[src/rtl/pc_fetch_if.sv]
// Fetch-stage bus: hazard/branch inputs, instruction-memory port and IF/ID outputs.
// The master drives control and memory data; the fetch unit is the slave.
interface pc_fetch_if #(
  parameter int CNT_W = 16
);
  logic             stall;
  logic             branch_taken;
  logic [31:0]      branch_target;
  logic             jump;
  logic [31:0]      jump_target;
  logic [31:0]      imem_rdata;
  logic [31:0]      imem_addr;
  logic [31:0]      if_id_instr;
  logic [31:0]      if_id_pc4;
  logic             if_id_valid;
  logic [CNT_W-1:0] fetch_count;
  logic [CNT_W-1:0] redirect_count;

  modport master (
    output stall, branch_taken, branch_target, jump, jump_target, imem_rdata,
    input  imem_addr, if_id_instr, if_id_pc4, if_id_valid, fetch_count, redirect_count
  );

  modport slave (
    input  stall, branch_taken, branch_target, jump, jump_target, imem_rdata,
    output imem_addr, if_id_instr, if_id_pc4, if_id_valid, fetch_count, redirect_count
  );
endinterface

[src/rtl/pc_fetch_unit.sv]
// Instruction-fetch stage: PC register, IF/ID pipeline register and saturating
// fetch/redirect event counters. Priority per cycle is reset, redirect, stall, advance.
module pc_fetch_unit #(
  parameter logic [31:0] RESET_PC = 32'h0000_0000,
  parameter int          CNT_W    = 16
) (
  input  logic         clk,
  input  logic         rst,
  pc_fetch_if.slave    bus
);

  logic [31:0]      pc_q,          pc_d;
  logic [31:0]      instr_q,       instr_d;
  logic [31:0]      pc4_q,         pc4_d;
  logic             valid_q,       valid_d;
  logic [CNT_W-1:0] fetch_cnt_q,   fetch_cnt_d;
  logic [CNT_W-1:0] redir_cnt_q,   redir_cnt_d;

  logic             redirect_s;
  logic [31:0]      target_s;
  logic [31:0]      pc_plus4_s;

  function automatic logic [CNT_W-1:0] sat_inc(input logic [CNT_W-1:0] value);
    logic [CNT_W-1:0] res;
    if (value == {CNT_W{1'b1}}) begin
      res = value;
    end else begin
      res = value + {{(CNT_W-1){1'b0}}, 1'b1};
    end
    return res;
  endfunction

  assign pc_plus4_s = pc_q + 32'd4;

  // Redirect decode: branch beats jump; targets are forced word-aligned.
  always_comb begin
    redirect_s = bus.branch_taken | bus.jump;
    if (bus.branch_taken) begin
      target_s = {bus.branch_target[31:2], 2'b00};
    end else begin
      target_s = {bus.jump_target[31:2], 2'b00};
    end
  end

  // Next-state selection; a redirect discards a stalled wrong-path IF/ID entry.
  always_comb begin
    pc_d        = pc_q;
    instr_d     = instr_q;
    pc4_d       = pc4_q;
    valid_d     = valid_q;
    fetch_cnt_d = fetch_cnt_q;
    redir_cnt_d = redir_cnt_q;
    if (redirect_s) begin
      pc_d        = target_s;
      instr_d     = 32'h0000_0000;
      pc4_d       = 32'h0000_0000;
      valid_d     = 1'b0;
      redir_cnt_d = sat_inc(redir_cnt_q);
    end else if (!bus.stall) begin
      pc_d        = pc_plus4_s;
      instr_d     = bus.imem_rdata;
      pc4_d       = pc_plus4_s;
      valid_d     = 1'b1;
      fetch_cnt_d = sat_inc(fetch_cnt_q);
    end else begin
      pc_d        = pc_q;
      instr_d     = instr_q;
      pc4_d       = pc4_q;
      valid_d     = valid_q;
      fetch_cnt_d = fetch_cnt_q;
      redir_cnt_d = redir_cnt_q;
    end
  end

  // State register with synchronous reset.
  always_ff @(posedge clk) begin
    if (rst) begin
      pc_q        <= RESET_PC;
      instr_q     <= 32'h0000_0000;
      pc4_q       <= 32'h0000_0000;
      valid_q     <= 1'b0;
      fetch_cnt_q <= {CNT_W{1'b0}};
      redir_cnt_q <= {CNT_W{1'b0}};
    end else begin
      pc_q        <= pc_d;
      instr_q     <= instr_d;
      pc4_q       <= pc4_d;
      valid_q     <= valid_d;
      fetch_cnt_q <= fetch_cnt_d;
      redir_cnt_q <= redir_cnt_d;
    end
  end

  assign bus.imem_addr      = pc_q;
  assign bus.if_id_instr    = instr_q;
  assign bus.if_id_pc4      = pc4_q;
  assign bus.if_id_valid    = valid_q;
  assign bus.fetch_count    = fetch_cnt_q;
  assign bus.redirect_count = redir_cnt_q;

endmodule
[src/flat_wrapper.sv]
// flat-port wrapper written by rule: the top's interface ports become plain ports
module pc_fetch_unit_flat 
#(
  parameter logic [31:0] RESET_PC = 32'h0000_0000,
  parameter int          CNT_W    = 16
)
  (clk, rst, bus_stall, bus_branch_taken, bus_branch_target, bus_jump, bus_jump_target, bus_imem_rdata, bus_imem_addr, bus_if_id_instr, bus_if_id_pc4, bus_if_id_valid, bus_fetch_count, bus_redirect_count);
  pc_fetch_if #(.CNT_W(CNT_W)) bus_i ();
  input  logic clk;
  input  logic rst;
  input wire logic [$bits(bus_i.stall)-1:0] bus_stall;
  input wire logic [$bits(bus_i.branch_taken)-1:0] bus_branch_taken;
  input wire logic [$bits(bus_i.branch_target)-1:0] bus_branch_target;
  input wire logic [$bits(bus_i.jump)-1:0] bus_jump;
  input wire logic [$bits(bus_i.jump_target)-1:0] bus_jump_target;
  input wire logic [$bits(bus_i.imem_rdata)-1:0] bus_imem_rdata;
  output wire logic [$bits(bus_i.imem_addr)-1:0] bus_imem_addr;
  output wire logic [$bits(bus_i.if_id_instr)-1:0] bus_if_id_instr;
  output wire logic [$bits(bus_i.if_id_pc4)-1:0] bus_if_id_pc4;
  output wire logic [$bits(bus_i.if_id_valid)-1:0] bus_if_id_valid;
  output wire logic [$bits(bus_i.fetch_count)-1:0] bus_fetch_count;
  output wire logic [$bits(bus_i.redirect_count)-1:0] bus_redirect_count;
  assign bus_i.stall = bus_stall;
  assign bus_i.branch_taken = bus_branch_taken;
  assign bus_i.branch_target = bus_branch_target;
  assign bus_i.jump = bus_jump;
  assign bus_i.jump_target = bus_jump_target;
  assign bus_i.imem_rdata = bus_imem_rdata;
  assign bus_imem_addr = bus_i.imem_addr;
  assign bus_if_id_instr = bus_i.if_id_instr;
  assign bus_if_id_pc4 = bus_i.if_id_pc4;
  assign bus_if_id_valid = bus_i.if_id_valid;
  assign bus_fetch_count = bus_i.fetch_count;
  assign bus_redirect_count = bus_i.redirect_count;
  pc_fetch_unit #(.RESET_PC(RESET_PC), .CNT_W(CNT_W)) u_core (.clk(clk), .rst(rst), .bus(bus_i));
endmodule
[config.mk]
export PLATFORM = sky130hd
export DESIGN_NAME = pc_fetch_unit_flat
export DESIGN_NICKNAME = d
export VERILOG_FILES = /design/src/rtl/pc_fetch_if.sv /design/src/rtl/pc_fetch_unit.sv /design/src/flat_wrapper.sv
export SDC_FILE = /design/constraint.sdc
export NUM_CORES = 1
export LEC_CHECK = 0
export BUFFER_PORTS_ARGS = -buffer_cell sky130_fd_sc_hd__buf_4
export CAP_MARGIN = 0
export CORE_ASPECT_RATIO = 0.6
export CORE_MARGIN = 2
export CORE_UTILIZATION = 45
export DETAILED_ROUTE_END_ITERATION = 10
export GPL_TIMING_DRIVEN = 0
export PLACE_DENSITY = 0.81
export SLEW_MARGIN = 10
export SYNTH_ARGS = -nofsm -noshare
export SYNTH_HDL_FRONTEND = slang
export SYNTH_SLANG_ARGS = --single-unit
export TNS_END_PERCENT = 100
[constraint.sdc]
create_clock -name clk -period 2.8 [get_ports clk]
set_input_delay 0.14 -clock clk [delete_from_list [all_inputs] [get_ports clk]]
set_output_delay 0.14 -clock clk [all_outputs]
set_load 0.01 [all_outputs]
==> results of run 1 <==
-- flip-flops by register name, indices dropped and copies added, names as in the netlist --
signal,count
u_core.bus.imem_addr,30
u_core.bus.if_id_valid,1
u_core.bus.if_id_pc4,30
u_core.bus.if_id_instr,32
u_core.bus.fetch_count,16
u_core.bus.redirect_count,16
-- stage by stage --
stage	hold WS (ns)	util, %	setup slack, ns	power (uW)
after floorplan	0.278	-	0.727	2270
after global placement	0.369	59.1	0.438	2600
after detailed placement	0.377	59.1	0.370	2610
after CTS	0.00154	66.0	0.346	4840
after global routing	0.00687	66.0	0.169	5010
final	0.00849	66.0	0.251	4870
-- cells by family after synthesis --
logic type	after synthesis
buffers and inverters	88
other	1
and+or+nand+nor	329
AOI/OAI and AO/OA	205
muxes	45
xor gates and xnor gates	13
DFF	125
adders and majority gates	3
-- final cells by class --
cell class,count,area share (%)
well taps,198,2.59
clock inverters,14,1.51
plain buffers,69,3.20
repair buffers,259,21.4
inverters,19,0.747
multi-input cells,599,39.7
flip-flops and latches,125,26.2
clock buffers,18,4.60
-- worst max-delay path: cells and delay by family (launching register included) --
| family | cells | cell delay (ns) |
|---|---|---|
| flip-flops | 1 | 0.35 |
| AO/OA/AOI/OAI | 1 | 0.25 |
| buffers and inverters | 1 | 0.22 |
| AND/OR/NAND/NOR | 3 | 1.62 |
-- report_power, final --
part / switching (uW) / internal (uW)
sequential: 78.1 / 1840
combinational: 388 / 339
clock: 888 / 1330
total: 1350 / 3510
-- synth_stat cells, types with 5 or more instances --
cell / instances
nand2_1: 68
nand3_1: 37
xnor2_1: 10
nor2_1: 58
nor3_1: 23
buf_2: 18
o211ai_1: 9
nand3b_1: 16
nand4_1: 18
and3_1: 13
o2111ai_1: 5
o211a_1: 8
nor2b_1: 12
o311ai_0: 9
a21oi_1: 65
nor4_1: 18
o21ai_0: 40
a2111oi_0: 5
mux2i_1: 36
clkbuf_1: 41
or3_1: 17
a211oi_1: 7
or4_1: 16
mux2_2: 9
a31oi_1: 13
inv_1: 18
o31ai_1: 11
and4_1: 11
dfxtp_1: 125
-- layer usage --
metal	part of all wire [%]	global-route usage [%]	wire length, um	vias to the layer above
met1	43	46.7	11300	3744
met5	0	0	0	-
met3	13	8.54	3300	80
li1	-	-	-	3594
met4	2.5	9.55	654	0
met2	42	46.7	10900	546
-- what timing repair did --
item                                   4_1_cts  5_1_grt
setup buffers                                0        0
endpoints found under the hold margin       41        0
hold buffers                                41        0
-- worst paths after layout --
kind / endpoint / slack [ns] / depth (start not counted)
setup / recovery: u_core.bus.imem_addr[25]$_SDFFE_PP0N_ / 0.25 / 5
hold / removal: u_core.bus.imem_addr[13]$_SDFFE_PP0N_ / 0.008 / 3
hold reg to reg: u_core.bus.if_id_valid$_SDFFE_PP0N_ / 0.46 / 1
setup reg to reg: u_core.bus.imem_addr[25]$_SDFFE_PP0N_ / 0.25 / 5
==> flow_metrics.env, run 1 <==
export IMPL_routed_wirelength_um=26100
export IMPL_min_path_type="in2reg"
export IMPL_die_x_um=161
export IMPL_hpwlAfterDp_um=18800
export IMPL_synth_main_ff_cell="dfxtp_1"
export IMPL_netlist_area_um2=6660
export IMPL_period_share_pct=91.0
export IMPL_post_cts_resize_count=0
export IMPL_yosys_area_share_simple_pct=27.4
export IMPL_pin_count=230
export IMPL_io_buffers=218
export IMPL_synth_top_family_by_area="simple AND/OR/NAND/NOR gates"
export IMPL_tightest_slew_ns=0.928
export IMPL_gp_routability_congestion=0.982
export IMPL_antenna_left=0
export IMPL_grt_antenna_before_repair=0
export IMPL_arrival_ns=2.85
export IMPL_final_area_um2=9550
export IMPL_synth_xor_area_share_pct=1.71
export IMPL_register_area_um2=2500
export IMPL_slowest_stage="nor4_1"
export IMPL_reg2reg_from="u_core.bus.imem_addr[4]$_SDFFE_PP0N_"
export IMPL_vdd_ir_drop_max_v=0.000378
export IMPL_drt_iter0_drc=921
export IMPL_yosys_top_cells_area="dfxtp_1 (38%), mux2i_1 (5.4%), a21oi_1 (4.9%)"
export IMPL_area_delta_synth_final_pct=43.4
export IMPL_synth_area_leader_cell="dfxtp_1"
export IMPL_syn_avg_cell_area_um2=8.23
export IMPL_fp_row_count=34
export IMPL_antennaDiodeCount=0
export IMPL_synth_seq_area_share_pct=37.6
export IMPL_grt_remaining_overflow=0
export IMPL_numCtsBuffers=17
export IMPL_synth_fa_ha_area_share_pct=0.564
export IMPL_skew_ns=0.00976
export IMPL_final_common_cell="buf_4"
export IMPL_dieArea_um2=15800
export IMPL_status="finished, final reports clean"
export IMPL_synth_distinct_cells=65
export IMPL_synth_compound_area_share_pct=20.1
export IMPL_final_cell_mix="buf_4 (222), dfxtp_1 (125), nand2_1 (68)"
export IMPL_cpPeakStageDelay_ns=0.81
export IMPL_postSynth_asyncResetShare_pct=0
export IMPL_drive_gt1_share_pct=27.0
export IMPL_yosys_warnings=0
export IMPL_synth_edf_count=0
export IMPL_cts_sinks=125
export IMPL_nFillCells=1250
export IMPL_placed_area_um2=8550
export IMPL_die_y_um=98.2
export IMPL_wl_per_cell_um=20.1
export IMPL_insertion_delay_ns=0.42
export IMPL_setup_viol=0
export IMPL_cts_htree_levels=4
export IMPL_clkSlewWorstSetupHoldPaths_ns=0.06
export IMPL_drv_slew=0
export IMPL_synth_top_area_share_pct=37.6
export IMPL_grt_usage_pct=32.2
export IMPL_power_density_nw_per_um2=510
export IMPL_worstHoldStart="bus_branch_target[13]"
export IMPL_rsz0062_at_grt="no"
export IMPL_max_freq_mhz=392
export IMPL_first_global_vias=7192
export IMPL_finalSetupTns_ns=0
export IMPL_end_kind="flip-flop"
export IMPL_crit_start="u_core.bus.imem_addr[4]$_SDFFE_PP0N_"
export IMPL_drcViolationCount=0
export IMPL_multiInputGateArea_um2=3790
export IMPL_grt_pass1_wl_um=39800
export IMPL_core_area_um2=14500
export IMPL_finalNonFillerCells=1301
export IMPL_crit_type="reg2reg"
export IMPL_finalHoldViolations=0
export IMPL_cts_root_buffer="clkbuf_16"
export IMPL_start_kind="flip-flop"
export IMPL_post_place_cells=1228
export IMPL_ys_ff_latch=125
export IMPL_muxShareOfSynthArea_pct=6.93
export IMPL_cap_violations=0
export IMPL_clock_path_buffers=2
export IMPL_cts_tree="built"
export IMPL_path_max_fanout=9
export IMPL_p_leak_uw=0.00397
export IMPL_fin_nets=1194
export IMPL_cp_data_required_time_ns=3.10
export IMPL_crit_chain="buf_2 -> nand4_2 -> nor4_1 -> a2111oi_0 -> or3b_2"
export IMPL_syn_inst=809
export IMPL_vias_per_cell=6.12
export IMPL_drt_pass1_iterations=8
export IMPL_finalCriticalPeriod_ns=2.55
export IMPL_slew_headroom_pct=37.6
export IMPL_grt_max_degree=17
export IMPL_initial_utilization_pct=46.0
export IMPL_vias=7964
Note: power is estimated with default switching activity, not from simulation.
==> run 2: changes to the inputs <==
- PLACE_DENSITY: 0.81 -> 0.84
- clock period: 2.8 -> 2.2 ns (I/O delays scaled with it)
==> run 2 against run 1 <==
Cell count up 1.0%; largest power group unchanged; combinational power up 30%; maximum frequency up 18%; total power up 32%.
==> flow_metrics.env, run 2 (synthesis gave the netlist of run 1 again) <==
export IMPL_power_density_nw_per_um2=655
export IMPL_insertion_delay_ns=0.42
export IMPL_met3_wirelength_um=3530
export IMPL_crit_family="simple AND/OR/NAND/NOR gates"
export IMPL_largest_reg_flops=32
export IMPL_max_freq_mhz=462
export IMPL_cpPeakStageDelay_ns=0.46
export IMPL_antenna_left=0
export IMPL_clkSlewWorstSetupHoldPaths_ns=0.07
export IMPL_skew_ns=0.0106
export IMPL_clock_path_buffers=2
export IMPL_cts_tree="built"
export IMPL_numCtsBuffers=17
export IMPL_die_y_um=98.2
export IMPL_area_delta_synth_final_pct=47.1
export IMPL_min_path_type="in2reg"
export IMPL_gp_routability_congestion=0.964
export IMPL_end_kind="flip-flop"
export IMPL_cap_violations=0
export IMPL_final_cell_mix="buf_4 (230), dfxtp_1 (121), nand2_1 (68)"
export IMPL_start_kind="flip-flop"
export IMPL_antennaDiodeCount=0
export IMPL_grt_usage_pct=32.7
export IMPL_initial_utilization_pct=46.0
export IMPL_slowest_stage="or3b_2"
export IMPL_drive_gt1_share_pct=28.6
export IMPL_power_switching_uw=1790
export IMPL_p_clk_share_pct=47.0
export IMPL_grt_max_degree=17
export IMPL_finalPower_uw=6420
export IMPL_final_common_cell="buf_4"
export IMPL_arrival_ns=2.46
export IMPL_crit_chain="clkbuf_2 -> nand4_1 -> buf_4 -> nor4_2 -> a2111oi_0 -> or3b_2"
export IMPL_drt_met1_wl_um=11400
export IMPL_grt_antenna_before_repair=0
export IMPL_drv_slew=0
export IMPL_dieArea_um2=15800
export IMPL_setup_viol=0
export IMPL_setup_slack_ns=0.0371
export IMPL_hpwlAfterDp_um=19000
export IMPL_core_area_um2=14500
export IMPL_dp_slack_ns=-0.257
export IMPL_worst_path_buf_inv=2
export IMPL_status="finished, final reports clean"
export IMPL_vdd_ir_drop_max_v=0.000422
export IMPL_crit_type="reg2reg"
export IMPL_cts_root_buffer="clkbuf_16"
export IMPL_p_int_uw=4630
export IMPL_highest_layer="met4"
export IMPL_die_x_um=161
export IMPL_fp_row_count=34
export IMPL_pin_count=230
export IMPL_wl_per_cell_um=20.4
export IMPL_finalHoldViolations=0
export IMPL_wl_met2_um=11300
export IMPL_pwr_share_seq_pct=38.2
export IMPL_first_global_vias=7227
export IMPL_io_buffers=218
export IMPL_grt_pass1_wl_um=40300
export IMPL_p_leak_uw=0.00409
export IMPL_slew_headroom_pct=44.4
export IMPL_fin_nets=1207
export IMPL_nFillCells=1200
export IMPL_combPwrFrac_pct=14.7
export IMPL_cts_htree_levels=4
export IMPL_grt_remaining_overflow=0
export IMPL_path_max_fanout=8
export IMPL_period_share_pct=98.3
export IMPL_vias=8054
export IMPL_finalCriticalPeriod_ns=2.16
export IMPL_cp_data_required_time_ns=2.50
export IMPL_routed_wirelength_um=26900
export IMPL_netSwitchingFraction_pct=27.9
export IMPL_drt_iter0_drc=1211
export IMPL_tightest_slew_ns=0.830
export IMPL_vias_per_cell=6.13
export IMPL_drcViolationCount=0
export IMPL_drt_pass1_iterations=7
export IMPL_cts_sinks=125
run 2: path summary, 6_finish.rpt:
check	start	to	slack, ns	cells past startpoint
max reg2reg	u_core.bus.imem_addr[21]$_SDFFE_PP0N_	u_core.bus.imem_addr[27]$_SDFFE_PP0N_	0.04	6
min reg2reg	u_core.bus.if_id_pc4[4]$_SDFFE_PP0N_	u_core.bus.if_id_pc4[4]$_SDFFE_PP0N_	0.47	2
min	bus_jump_target[16]	u_core.bus.imem_addr[16]$_SDFFE_PP0N_	0.004	3
max	u_core.bus.imem_addr[21]$_SDFFE_PP0N_	u_core.bus.imem_addr[27]$_SDFFE_PP0N_	0.04	6
run 2: cell type report:
class                   count  area [um2]  area share (%)
flip-flops and latches    125        2510            25.6
plain buffers              68         304            3.10
multi-input cells         599        3870            39.5
well taps                 198         248            2.53
clock inverters            14         186            1.90
clock buffers              18         439            4.48
inverters                  19        71.3           0.728
repair buffers            273        2170            22.1
run 2: worst reg2reg max path, cell delays in order, from the launching register on:
cell       delay, ns
dfxtp_1         0.36
clkbuf_2        0.23
nand4_1         0.20
buf_4           0.20
nor4_2          0.42
a2111oi_0       0.17
or3b_2          0.46
run 2: stage by stage:
stage	instances	hold slack (ns)	cell area (um2)	util [%]	setup TNS, ns
floorplan	812	0.248	6670	-	0
global placement	1228	0.340	8550	59.1	-1.38
detailed placement	1228	0.345	8550	59.1	-2.38
CTS	1308	0.00705	9700	67.0	0
global route	1314	0.0192	9800	67.7	-0.0178
finish	1314	0.00400	9800	67.7	0
run 2: power by group through the flow:
stage                     sequential (uW)  clock, uW  combinational [uW]
after floorplan                      2500          0                 393
after global placement               2490          0                 822
after detailed placement             2490          0                 838
after CTS                            2440       2990                 914
after global routing                 2460       3130                1000
final                                2460       3020                 947
run 2: repair_timing:
item                                    CTS  global route
endpoints found under the setup margin   10            21
hold buffers                             47             0
endpoints found under the hold margin    47             0
resized for setup                         7            14
setup buffers                             1             7
pin swaps                                 1             3
run 2: per-layer routing:
layer / global-route usage, % / vias up
met5: 0 / -
met4: 8.65 / 0
met3: 10.2 / 74
met2: 47.1 / 554
met1: 47.0 / 3802
li1: - / 3624
==> run 3: changes to the inputs <==
- PLACE_DENSITY: 0.84 -> 0.76
==> run 3 against run 2 <==
The flow now finishes with violations (setup timing); design area is 0.38% lower; register-to-register slack worse by 0.05 ns; critical endpoint is now u_core.bus.if_id_pc4[17]$_SDFFE_PP0N_; first-iteration DRC count is 36% lower; cell count is 0.30% lower; clock skew is 0.0021 ns lower; sequential share of layout area is 0.073 points higher; non-clock buffer count is 4 lower; global-route usage is 0.14 points higher.
==> flow_metrics.env, run 3 (synthesis gave the netlist of run 1 again) <==
export IMPL_drt_pass1_iterations=7
export IMPL_status="finished, violations left"
export IMPL_arrival_ns=2.50
export IMPL_combPwrFrac_pct=14.5
export IMPL_finalHoldViolations=0
export IMPL_post_place_cells=1228
export IMPL_setup_viol=1
export IMPL_min_path_type="in2reg"
export IMPL_hpwlAfterDp_um=18800
export IMPL_p_leak_uw=0.00408
export IMPL_path_max_fanout=9
export IMPL_period_share_pct=101
export IMPL_drcViolationCount=0
export IMPL_max_freq_mhz=451
export IMPL_finalCriticalPeriod_ns=2.22
export IMPL_tightest_slew_ns=0.782
export IMPL_power_density_nw_per_um2=664
export IMPL_first_global_vias=7309
export IMPL_die_x_um=161
export IMPL_vias_per_cell=6.04
export IMPL_reg2reg_from="u_core.bus.imem_addr[4]$_SDFFE_PP0N_"
export IMPL_wl_per_cell_um=20.2
export IMPL_cts_root_buffer="clkbuf_16"
export IMPL_fp_row_count=34
export IMPL_final_common_cell="buf_4"
export IMPL_drv_slew=0
export IMPL_setup_slack_ns=-0.0156
export IMPL_routed_wirelength_um=26500
export IMPL_initial_utilization_pct=46.0
export IMPL_final_cell_mix="buf_4 (228), dfxtp_1 (123), nand2_1 (68)"
export IMPL_drt_iter0_drc=777
export IMPL_dieArea_um2=15800
export IMPL_cts_tree="built"
export IMPL_vias=7910
export IMPL_clkSlewWorstSetupHoldPaths_ns=0.06
export IMPL_p_clk_share_pct=47.6
export IMPL_io_buffers=218
export IMPL_slowest_stage="or4_1"
export IMPL_fin_nets=1203
export IMPL_crit_start="u_core.bus.imem_addr[4]$_SDFFE_PP0N_"
export IMPL_grt_pass1_wl_um=40400
export IMPL_numCtsBuffers=17
export IMPL_grt_busiest_layer="met1"
export IMPL_vdd_ir_drop_max_v=0.000421
export IMPL_cts_htree_levels=4
export IMPL_end_kind="flip-flop"
export IMPL_worstHoldStart="bus_branch_target[28]"
export IMPL_cp_data_required_time_ns=2.48
export IMPL_use_met3_pct=9.81
export IMPL_dp_slack_ns=-0.177
export IMPL_finalSetupTns_ns=-0.0156
export IMPL_skew_ns=0.00850
export IMPL_cpPeakStageDelay_ns=0.60
export IMPL_finalPower_uw=6480
export IMPL_die_y_um=98.2
export IMPL_gp_routability_congestion=1.03
export IMPL_grt_remaining_overflow=0
export IMPL_grt_antenna_before_repair=0
export IMPL_power_switching_uw=1770
export IMPL_crit_chain="buf_2 -> nand4_2 -> or4_1 -> nor4_1 -> nor3_1"
export IMPL_p_int_uw=4710
export IMPL_cap_violations=0
export IMPL_cts_sinks=125
export IMPL_clock_path_buffers=2
export IMPL_finalNonFillerCells=1310
export IMPL_drive_gt1_share_pct=28.1
export IMPL_crit_type="reg2reg"
export IMPL_largest_reg_flops=32
export IMPL_antennaDiodeCount=0
export IMPL_grt_max_degree=17
export IMPL_slew_headroom_pct=47.6
export IMPL_pwr_share_seq_pct=37.8
export IMPL_use_met2_pct=46.2
export IMPL_core_area_um2=14500
export IMPL_insertion_delay_ns=0.42
export IMPL_area_delta_synth_final_pct=46.6
export IMPL_pin_count=230
export IMPL_start_kind="flip-flop"
export IMPL_grtUsageMet1_pct=47.5
export IMPL_netSwitchingFraction_pct=27.4
export IMPL_grt_usage_pct=32.8
export IMPL_antenna_left=0
export IMPL_violations="setup timing"
-- run 3: changes by cell type in the layout (fill, tap and decap cells not counted), moves of 2 or more --
cell and delta:
clkinv_4 -3, buf_4 -2, clkbuf_2 -2, clkinv_2 +2
dfxtp_1 +2, dfxtp_2 -2, inv_6 +2, nor4_1 +2
nor4_2 -2
-- run 3: critical path: cells and delay by family (launching register included) --
kind                   cells  cell delay, ns
DFF                        1            0.33
buffers and inverters      1            0.23
and+or+nand+nor            4            1.50
-- run 3: routing by layer --
layer / vias to the layer above / share of wire, %
met5: - / 0
met4: 0 / 2.5
met3: 62 / 13
met2: 551 / 41
met1: 3684 / 43
li1: 3613 / -
-- run 3: metrics by stage --
stage	hold slack [ns]	cell area (um2)	util [%]
after global routing	0.00965	9760	67.5
after floorplan	0.248	6670	-
after detailed placement	0.347	8550	59.1
after global placement	0.338	8550	59.1
final	0.000576	9760	67.5
after CTS	0.00131	9690	67.0
-- run 3: worst paths after layout --
kind                            slack (ns)                               endpoint  cells after the start
worst max-delay path                 -0.02  u_core.bus.if_id_pc4[17]$_SDFFE_PP0N_                      5
worst min-delay path                0.0006  u_core.bus.imem_addr[28]$_SDFFE_PP0N_                      3
worst max register to register       -0.02  u_core.bus.if_id_pc4[17]$_SDFFE_PP0N_                      5
worst min register to register        0.48   u_core.bus.if_id_pc4[5]$_SDFFE_PP0N_                      2
-- run 3: cell type report --
type | count | area (um2)
Tap cell | 198 | 248
Buffer | 67 | 300
Fill cell | 1206 | 4700
Clock buffer | 17 | 425
Inverter | 19 | 71.3
Clock inverter | 15 | 210
Multi-Input combinational cell | 599 | 3860
Sequential cell | 125 | 2500
Timing Repair Buffer | 270 | 2140
-- run 3: what timing repair did --
item | CTS | global route
endpoints found under the hold margin | 46 | 0
endpoints found under the setup margin | 9 | 23
gates resized for setup | 6 | 7
pin swaps | 1 | 2
setup buffers | 0 | 6
hold buffers | 46 | 0
-- run 3: power groups by stage --
stage	Clock, uW	Combinational, uW	Sequential [uW]
6_report	3090	941	2450
5_1_grt	3220	1000	2460
4_1_cts	3100	915	2440
3_5_place_dp	0	836	2490
3_3_place_gp	0	828	2490
2_1_floorplan	0	393	2500
